===== src/rtl/modelbuf_read_arbiter_if.sv =====
// ----------------------------------------------------------------------------
// modelbuf_read_arbiter_pkg / modelbuf_read_arbiter_if
//
// Purpose:
//   Shared data types for the model-buffer read path, and the bundle of
//   handshake/bus signals between the scene-reader lanes, the read arbiter
//   and the model buffer.
//
// Modports:
//   slave  - the arbiter's view: takes lane requests and memory responses,
//            drives the memory request, lane grants/responses and status.
//   master - the environment's view (scene readers plus model buffer).
//
// Signals (lane side):
//   req_valid/req_ready/req_data        per-lane read request handshake
//   resp_valid/resp_ready               per-lane response handshake
//   resp_data/resp_metadata             response payload, broadcast to lanes
// Signals (memory side):
//   mem_req_valid/mem_req_ready/mem_req_data
//   mem_resp_valid/mem_resp_ready/mem_resp_data/mem_resp_metadata
// Status:
//   inflight    number of issued reads awaiting a response
//   orphan_err  sticky: a response arrived with nothing outstanding
// ----------------------------------------------------------------------------
package modelbuf_read_arbiter_pkg;

    typedef struct packed {
        logic [7:0]  model_index;
        logic [15:0] triangle_index;
    } modelbuf_read_t;

    typedef struct packed {
        logic [15:0] v0;
        logic [15:0] v1;
        logic [15:0] v2;
    } triangle_t;

    typedef struct packed {
        logic last;
    } triangle_meta_t;

endpackage

interface modelbuf_read_arbiter_if
    import modelbuf_read_arbiter_pkg::*;
#(
    parameter int NUM_REQ      = 2,
    parameter int MAX_INFLIGHT = 4
);
    localparam int CNT_W = $clog2(MAX_INFLIGHT) + 1;

    // Lane side
    logic           [NUM_REQ-1:0] req_valid;
    logic           [NUM_REQ-1:0] req_ready;
    modelbuf_read_t [NUM_REQ-1:0] req_data;
    logic           [NUM_REQ-1:0] resp_valid;
    logic           [NUM_REQ-1:0] resp_ready;
    triangle_t                    resp_data;
    triangle_meta_t               resp_metadata;

    // Model-buffer side
    logic                         mem_req_valid;
    logic                         mem_req_ready;
    modelbuf_read_t               mem_req_data;
    logic                         mem_resp_valid;
    logic                         mem_resp_ready;
    triangle_t                    mem_resp_data;
    triangle_meta_t               mem_resp_metadata;

    // Status
    logic           [CNT_W-1:0]   inflight;
    logic                         orphan_err;

    modport slave (
        input  req_valid, req_data, resp_ready,
               mem_req_ready, mem_resp_valid, mem_resp_data, mem_resp_metadata,
        output req_ready, resp_valid, resp_data, resp_metadata,
               mem_req_valid, mem_req_data, mem_resp_ready,
               inflight, orphan_err
    );

    modport master (
        output req_valid, req_data, resp_ready,
               mem_req_ready, mem_resp_valid, mem_resp_data, mem_resp_metadata,
        input  req_ready, resp_valid, resp_data, resp_metadata,
               mem_req_valid, mem_req_data, mem_resp_ready,
               inflight, orphan_err
    );

endinterface


===== src/rtl/modelbuf_read_arbiter.sv =====
// ----------------------------------------------------------------------------
// modelbuf_read_arbiter
//
// Purpose:
//   Shares the single model-buffer read port between NUM_REQ scene-reader
//   lanes. Requests are granted round-robin and forwarded with zero latency;
//   the requester ID of every issued read is queued in an in-order tag FIFO
//   so each returned triangle is routed back to the lane that asked for it.
//   Responses are delivered strictly in issue order, so a stalled lane
//   blocks all responses behind it.
//
// Ports:
//   clk   clock
//   rstn  asynchronous active-low reset
//   bus   modelbuf_read_arbiter_if.slave (lane and model-buffer handshakes,
//         inflight count, sticky orphan_err)
// ----------------------------------------------------------------------------
module modelbuf_read_arbiter
    import modelbuf_read_arbiter_pkg::*;
#(
    parameter int NUM_REQ      = 2,
    parameter int MAX_INFLIGHT = 4,
    parameter int RIDX_W       = (NUM_REQ > 1) ? $clog2(NUM_REQ) : 1
) (
    input  logic                          clk,
    input  logic                          rstn,
    modelbuf_read_arbiter_if.slave        bus
);

    localparam int                PTR_W     = $clog2(MAX_INFLIGHT);
    localparam int                CNT_W     = PTR_W + 1;
    localparam logic [RIDX_W-1:0] LAST_LANE = RIDX_W'(NUM_REQ - 1);
    localparam logic [CNT_W-1:0]  FULL_CNT  = CNT_W'(MAX_INFLIGHT);

    // Registered state
    logic [RIDX_W-1:0] r_rr_ptr;
    logic [RIDX_W-1:0] r_tag_mem [MAX_INFLIGHT];
    logic [PTR_W-1:0]  r_wr_ptr;
    logic [PTR_W-1:0]  r_rd_ptr;
    logic [CNT_W-1:0]  r_count;
    logic              r_orphan_err;

    // Combinational
    logic [RIDX_W-1:0] w_grant;
    logic [RIDX_W-1:0] w_head;
    logic              w_any_req;
    logic              w_full;
    logic              w_empty;
    logic              w_push;
    logic              w_pop;

    assign w_any_req = |bus.req_valid;
    assign w_full    = (r_count == FULL_CNT);
    assign w_empty   = (r_count == '0);
    assign w_head    = r_tag_mem[r_rd_ptr];

    // Round-robin scan: first valid lane at or after r_rr_ptr, wrapping.
    // With no lane valid the grant idles at r_rr_ptr; nothing is issued then.
    always_comb begin
        int  idx;
        logic found;
        // NOTE: every signal written here gets a default before any branch,
        // otherwise the tool infers a latch to hold the old value.
        w_grant = r_rr_ptr;
        found   = 1'b0;
        idx     = 0;
        for (int k = 0; k < NUM_REQ; k++) begin
            idx = int'(r_rr_ptr) + k;
            if (idx >= NUM_REQ) idx = idx - NUM_REQ;
            if (!found && bus.req_valid[idx]) begin
                found   = 1'b1;
                w_grant = RIDX_W'(idx);
            end
        end
    end

    // Request path. mem_req_valid deliberately ignores mem_req_ready so the
    // model buffer may wait for valid before raising ready.
    assign bus.mem_req_valid = w_any_req && !w_full;
    assign w_push            = bus.mem_req_valid && bus.mem_req_ready;

    always_comb begin
        bus.mem_req_data = bus.req_data[0];
        bus.req_ready    = '0;
        for (int i = 0; i < NUM_REQ; i++) begin
            if (w_grant == RIDX_W'(i)) begin
                bus.mem_req_data = bus.req_data[i];
                bus.req_ready[i] = w_any_req && bus.mem_req_ready && !w_full;
            end
        end
    end

    // Response path: only the lane recorded at the FIFO head sees valid, and
    // only its ready can accept. An empty FIFO means the response is an
    // orphan; it is never accepted nor routed.
    always_comb begin
        bus.resp_valid     = '0;
        bus.mem_resp_ready = 1'b0;
        for (int i = 0; i < NUM_REQ; i++) begin
            if (w_head == RIDX_W'(i)) begin
                bus.resp_valid[i]  = bus.mem_resp_valid && !w_empty;
                bus.mem_resp_ready = !w_empty && bus.resp_ready[i];
            end
        end
    end

    assign w_pop = bus.mem_resp_valid && bus.mem_resp_ready;

    assign bus.resp_data     = bus.mem_resp_data;
    assign bus.resp_metadata = bus.mem_resp_metadata;
    assign bus.inflight      = r_count;
    assign bus.orphan_err    = r_orphan_err;

    // Tag storage. NOTE: the array has no reset; an entry is only read after
    // it was written, because w_empty masks the head while count is zero.
    always_ff @(posedge clk) begin
        if (w_push) r_tag_mem[r_wr_ptr] <= w_grant;
    end

    // Control state. NOTE: sequential state uses non-blocking assignments
    // so every register samples values from before the edge.
    always_ff @(posedge clk or negedge rstn) begin
        if (!rstn) begin
            r_rr_ptr     <= '0;
            r_wr_ptr     <= '0;
            r_rd_ptr     <= '0;
            r_count      <= '0;
            r_orphan_err <= 1'b0;
        end else begin
            if (w_push) begin
                r_rr_ptr <= (w_grant == LAST_LANE) ? '0 : w_grant + 1'b1;
                r_wr_ptr <= r_wr_ptr + 1'b1;  // power-of-two depth: wraps
            end
            if (w_pop) begin
                r_rd_ptr <= r_rd_ptr + 1'b1;
            end
            case ({w_push, w_pop})
                2'b10:   r_count <= r_count + 1'b1;
                2'b01:   r_count <= r_count - 1'b1;
                default: r_count <= r_count;
            endcase
            if (bus.mem_resp_valid && w_empty) begin
                r_orphan_err <= 1'b1;
            end
        end
    end

endmodule


===== src/flat_wrapper.sv =====
// flat-port wrapper written by rule: the top's interface ports become plain ports
module modelbuf_read_arbiter_flat import modelbuf_read_arbiter_pkg::*;
#(
    parameter int NUM_REQ      = 2,
    parameter int MAX_INFLIGHT = 4,
    parameter int RIDX_W       = (NUM_REQ > 1) ? $clog2(NUM_REQ) : 1
)
  (clk, rstn, bus_req_valid, bus_req_data, bus_resp_ready, bus_mem_req_ready, bus_mem_resp_valid, bus_mem_resp_data, bus_mem_resp_metadata, bus_req_ready, bus_resp_valid, bus_resp_data, bus_resp_metadata, bus_mem_req_valid, bus_mem_req_data, bus_mem_resp_ready, bus_inflight, bus_orphan_err);
  modelbuf_read_arbiter_if #(.NUM_REQ(NUM_REQ), .MAX_INFLIGHT(MAX_INFLIGHT)) bus_i ();
  input  logic clk;
  input  logic rstn;
  input wire logic [$bits(bus_i.req_valid)-1:0] bus_req_valid;
  input wire logic [$bits(bus_i.req_data)-1:0] bus_req_data;
  input wire logic [$bits(bus_i.resp_ready)-1:0] bus_resp_ready;
  input wire logic [$bits(bus_i.mem_req_ready)-1:0] bus_mem_req_ready;
  input wire logic [$bits(bus_i.mem_resp_valid)-1:0] bus_mem_resp_valid;
  input wire logic [$bits(bus_i.mem_resp_data)-1:0] bus_mem_resp_data;
  input wire logic [$bits(bus_i.mem_resp_metadata)-1:0] bus_mem_resp_metadata;
  output wire logic [$bits(bus_i.req_ready)-1:0] bus_req_ready;
  output wire logic [$bits(bus_i.resp_valid)-1:0] bus_resp_valid;
  output wire logic [$bits(bus_i.resp_data)-1:0] bus_resp_data;
  output wire logic [$bits(bus_i.resp_metadata)-1:0] bus_resp_metadata;
  output wire logic [$bits(bus_i.mem_req_valid)-1:0] bus_mem_req_valid;
  output wire logic [$bits(bus_i.mem_req_data)-1:0] bus_mem_req_data;
  output wire logic [$bits(bus_i.mem_resp_ready)-1:0] bus_mem_resp_ready;
  output wire logic [$bits(bus_i.inflight)-1:0] bus_inflight;
  output wire logic [$bits(bus_i.orphan_err)-1:0] bus_orphan_err;
  assign bus_i.req_valid = bus_req_valid;
  assign bus_i.req_data = bus_req_data;
  assign bus_i.resp_ready = bus_resp_ready;
  assign bus_i.mem_req_ready = bus_mem_req_ready;
  assign bus_i.mem_resp_valid = bus_mem_resp_valid;
  assign bus_i.mem_resp_data = bus_mem_resp_data;
  assign bus_i.mem_resp_metadata = bus_mem_resp_metadata;
  assign bus_req_ready = bus_i.req_ready;
  assign bus_resp_valid = bus_i.resp_valid;
  assign bus_resp_data = bus_i.resp_data;
  assign bus_resp_metadata = bus_i.resp_metadata;
  assign bus_mem_req_valid = bus_i.mem_req_valid;
  assign bus_mem_req_data = bus_i.mem_req_data;
  assign bus_mem_resp_ready = bus_i.mem_resp_ready;
  assign bus_inflight = bus_i.inflight;
  assign bus_orphan_err = bus_i.orphan_err;
  modelbuf_read_arbiter #(.NUM_REQ(NUM_REQ), .MAX_INFLIGHT(MAX_INFLIGHT), .RIDX_W(RIDX_W)) u_core (.clk(clk), .rstn(rstn), .bus(bus_i));
endmodule

===== config.mk =====
export PLATFORM = sky130hd
export DESIGN_NAME = modelbuf_read_arbiter_flat
export DESIGN_NICKNAME = d
export VERILOG_FILES = /design/src/rtl/modelbuf_read_arbiter_if.sv /design/src/rtl/modelbuf_read_arbiter.sv /design/src/flat_wrapper.sv
export SDC_FILE = /design/constraint.sdc
export NUM_CORES = 1
export LEC_CHECK = 0
export ABC_AREA = 0
export BUFFER_PORTS_ARGS = -buffer_cell sky130_fd_sc_hd__buf_2
export CORE_ASPECT_RATIO = 0.75
export CORE_MARGIN = 2
export CORE_UTILIZATION = 32
export CTS_CLUSTER_DIAMETER = 150
export CTS_CLUSTER_SIZE = 16
export DETAILED_ROUTE_END_ITERATION = 10
export GPL_TIMING_DRIVEN = 0
export PLACE_DENSITY = 0.84
export SETUP_SLACK_MARGIN = 0.15
export SYNTH_ARGS = -nofsm -noshare
export SYNTH_HDL_FRONTEND = slang
export SYNTH_SLANG_ARGS = --single-unit

===== constraint.sdc =====
create_clock -name clk -period 2.56 [get_ports clk]
set_clock_uncertainty 0.1 [all_clocks]
set_input_delay 0.384 -clock clk [delete_from_list [all_inputs] [get_ports clk]]
set_output_delay 0.384 -clock clk [all_outputs]
set_load 0.02 [all_outputs]

==> summary.md <==
| Metric | Value |
|---|---|
| Run status | completed |
| Number of global-route vias before repair | ~1,200 |
| Routability congestion estimate | roughly 0.73 |
| Die ar. | between 4000 and 5000 um2 |
| VDD IR max | 0.479 mV |
| Power Density | around 700 nW/um2 |
| Worst-Margin Slew | 394 ps |
| Cell Rows | 20 |
| Initial DRT Pass Iterations | 3 |
| Vias/cell | between 3 and 4 |
| Diodes inserted | 0 |
| Worst path max stage delay | between 400 and 500 ps |
| Syn. warnings | 0 |
| Detail Route Antenna Nets | 0 |
| Area delta synth->final | 62.6% |
| Unrepaired setup endpoints after global routing | yes |
| Final setup vio count | 0 |
| Synthesized net count | ~250 |
| Cts bufs inserted | 3 |
| WP data arrival | around 2400 ps |
| Worst slew margin | between 70% and 80% |
| Die Ht | 61.5 um |
| Pins over their slew limit | 0 |
| Most frequent cells in the layout | 138 x buf_2, 52 x buf_4, 24 x mux2_2 |
| Initial antenna violation count | 0 |
| Critical path's slowest cell | dfrtp_2 |
| Hold wc startpoint | bus_mem_resp_valid |
| Critical Path Source Type | register |
| Width of the die | 80.6 um |
| Clk sinks | 13 |
| Clk buf depth | 2 |
| Fin crit share | between 90% and 100% |
| Clock transition at the registers of the reported paths | roughly 60 ps |
| First-pass GRT wire length | roughly 5400 um |
| Reg2reg start | u_core.r_rd_ptr[1] |
| Max-cap viol count | 0 |
| Congestion Overflow GR | 0 |
| R2R setup slack | 240 ps |
| DRC errors left | 0 |
| Crit path required time | approximately 2600 ps |
| Sequential fraction of the synthesis area | approximately a quarter |
| Worst-Skew Late Latency | ~240 ps |
| Mapped Area | about 1400 um2 |
| Crit path max fanout | 3 |
| F_max | 431 MHz |
| Final nets | roughly 400 |
| CP startpoint | u_core.r_rd_ptr[1] |
| Cell Chain, Critical Path | mux2i_4, mux2i_4, mux2i_1, nor2_1, ha_2, inv_1, fa_2, xor2_1, nor2_1, xor2_1 |
| Crit. End Element | register |
| Synth Instances | between 100 and 150 |
| Largest net degree at the start of global routing | 14 |
| DR iter-0 viols | 32 |
| Minimum clock period | 2320 ps |
| H-tree levels | 1 |
| Synth cell types | 24 |
| Syn avg cell area | ~10 um2 |
| Register bit total from synthesis | 13 |
| CTS tree | built |
| Io pins | 188 |
| Fillcell total | 380 |
| Critical path class | reg -> reg |
| Number of buffers added on ports | ~140 |
| Routed WL per cell | 11.6 um |
| Min-Delay Path Class | in -> reg |
| P_leak | 1.27 nW |
| Layout cell share with drive strength beyond 1 | roughly four fifths |
| Hold slack | ~290 ps |
| Core Area | roughly 4100 um2 |
| Setup TNS | 0 ps |
| GRT Total Usage | between 10% and 20% |
| Via count | around 1,400 |
| Hold Fails Final Rpt | 0 |
| Total Wirelength | between 3000 and 4000 um |
| Starting Density | roughly a third |
| Hpwl dp | between 3000 and 4000 um |
| CTS root buf | clkbuf_8 |
| Most common cell after layout, fill and taps aside | buf_2 |
[kinds of logic (layout without fill, tap and decap cells)]
family          Yosys count  in the layout  share of synthesized area, %
mux                      31             31                          24.2
buf+inv                  58            204                          29.6
compound gates            7              7                          4.71
flops                    13             13                          24.5
fa+ha+maj                 6              6                          5.86
simple gates             21             21                          8.08
xor+xnor                  5              5                          3.11
[cells in the mapped netlist]
library cell  instances  area [um2]
buf_4                49         368
xnor2_1               2        17.5
nor2_1               10        37.5
a21o_1                1        7.51
a211oi_4              1        20.0
mux2i_1               7        70.1
mux2_2               24         270
nand2_1               2        7.51
dfrtp_1               9         225
xor2_1                3        26.3
and2_1                5        31.3
a21oi_1               1        5.00
fa_1                  1        20.0
edfxtp_1              4         120
o31ai_1               1        7.51
o21ai_4               1        16.3
o21ai_0               2        10.0
nor3b_2               1        12.5
ha_1                  5        62.6
nor3_1                1        5.00
inv_1                 7        26.3
nand2b_4              1        13.8
buf_6                 2        22.5
nor2b_1               1        6.26
[per-stage QoR]
step                instance area (um2)  worst slack (ps)  util, %  power, mW  cells
finish                             2290               238     55.5       1.65    342
global route                       2290              68.6     55.5       1.79    342
CTS                                2240               157     54.2       1.60    340
detailed placement                 2170               165     52.5       1.39    334
global placement                   2170               219     52.5       1.37    334
floorplan                          1410               383        -       1.10    141
[layer usage]
layer,part of all wire [%],up-vias,GRT usage (%)
met5,0,-,0
li1,-,705,-
met2,53,70,23.8
met3,8.2,4,3.37
met4,1.1,0,4.12
met1,38,581,17.7
[worst paths after layout]
check                                         endpoint  cells after the start
worst max-delay path            u_core.bus.inflight[2]                     10
worst max register to register  u_core.bus.inflight[2]                     10
worst min register to register   u_core.bus.orphan_err                      1
max in group asynchronous           u_core.r_rd_ptr[1]                      2
worst min-delay path             u_core.bus.orphan_err                      2
min in group asynchronous           u_core.r_rd_ptr[0]                      2
[what timing repair did]
action / 4_1_cts / 5_1_grt
hold buffers: 1 / 0
gates resized for setup: 2 / 7
cloned: 0 / 0
endpoints found under the setup margin: 1 / 2
endpoints found under the hold margin: 9 / 0
buffers inserted: 1 / 2
pin swaps: 0 / 3
[state kept, by name, summed over array words and instances, names as in the netlist]
register	cells
u_core.r_rr_ptr	1
u_core.bus.inflight	3
u_core.r_tag_mem	4
u_core.bus.orphan_err	1
u_core.r_rd_ptr	2
u_core.r_wr_ptr	2
[power by group]
group / switching (mW) / internal [mW]
clock: 0.0739 / 0.107
combinational: 0.556 / 0.509
sequential: 0.0987 / 0.308
[cell type report]
cell class              instances  area [um2]  share of cell area (%)
inverters                       7        26.3                    1.15
clock buffers                   3        41.3                    1.80
well taps                      55        68.8                    3.00
plain buffers                  51         390                    17.0
repair buffers                142         723                    31.6
clock inverters                 1        5.00                   0.218
multi-input cells              70         689                    30.1
flip-flops and latches         13         347                    15.1
[worst max-delay path, delay by kind of cell, from the launching register on]
kind / cells / cell delay [ps]
multiplexers: 3 / 550
buffers and inverters: 1 / 50
XOR/XNOR: 2 / 300
adder cells (fa/ha/maj): 2 / 520
AND/OR/NAND/NOR: 2 / 280
flip-flops: 1 / 440
Note: power is estimated with default switching activity, not from simulation.
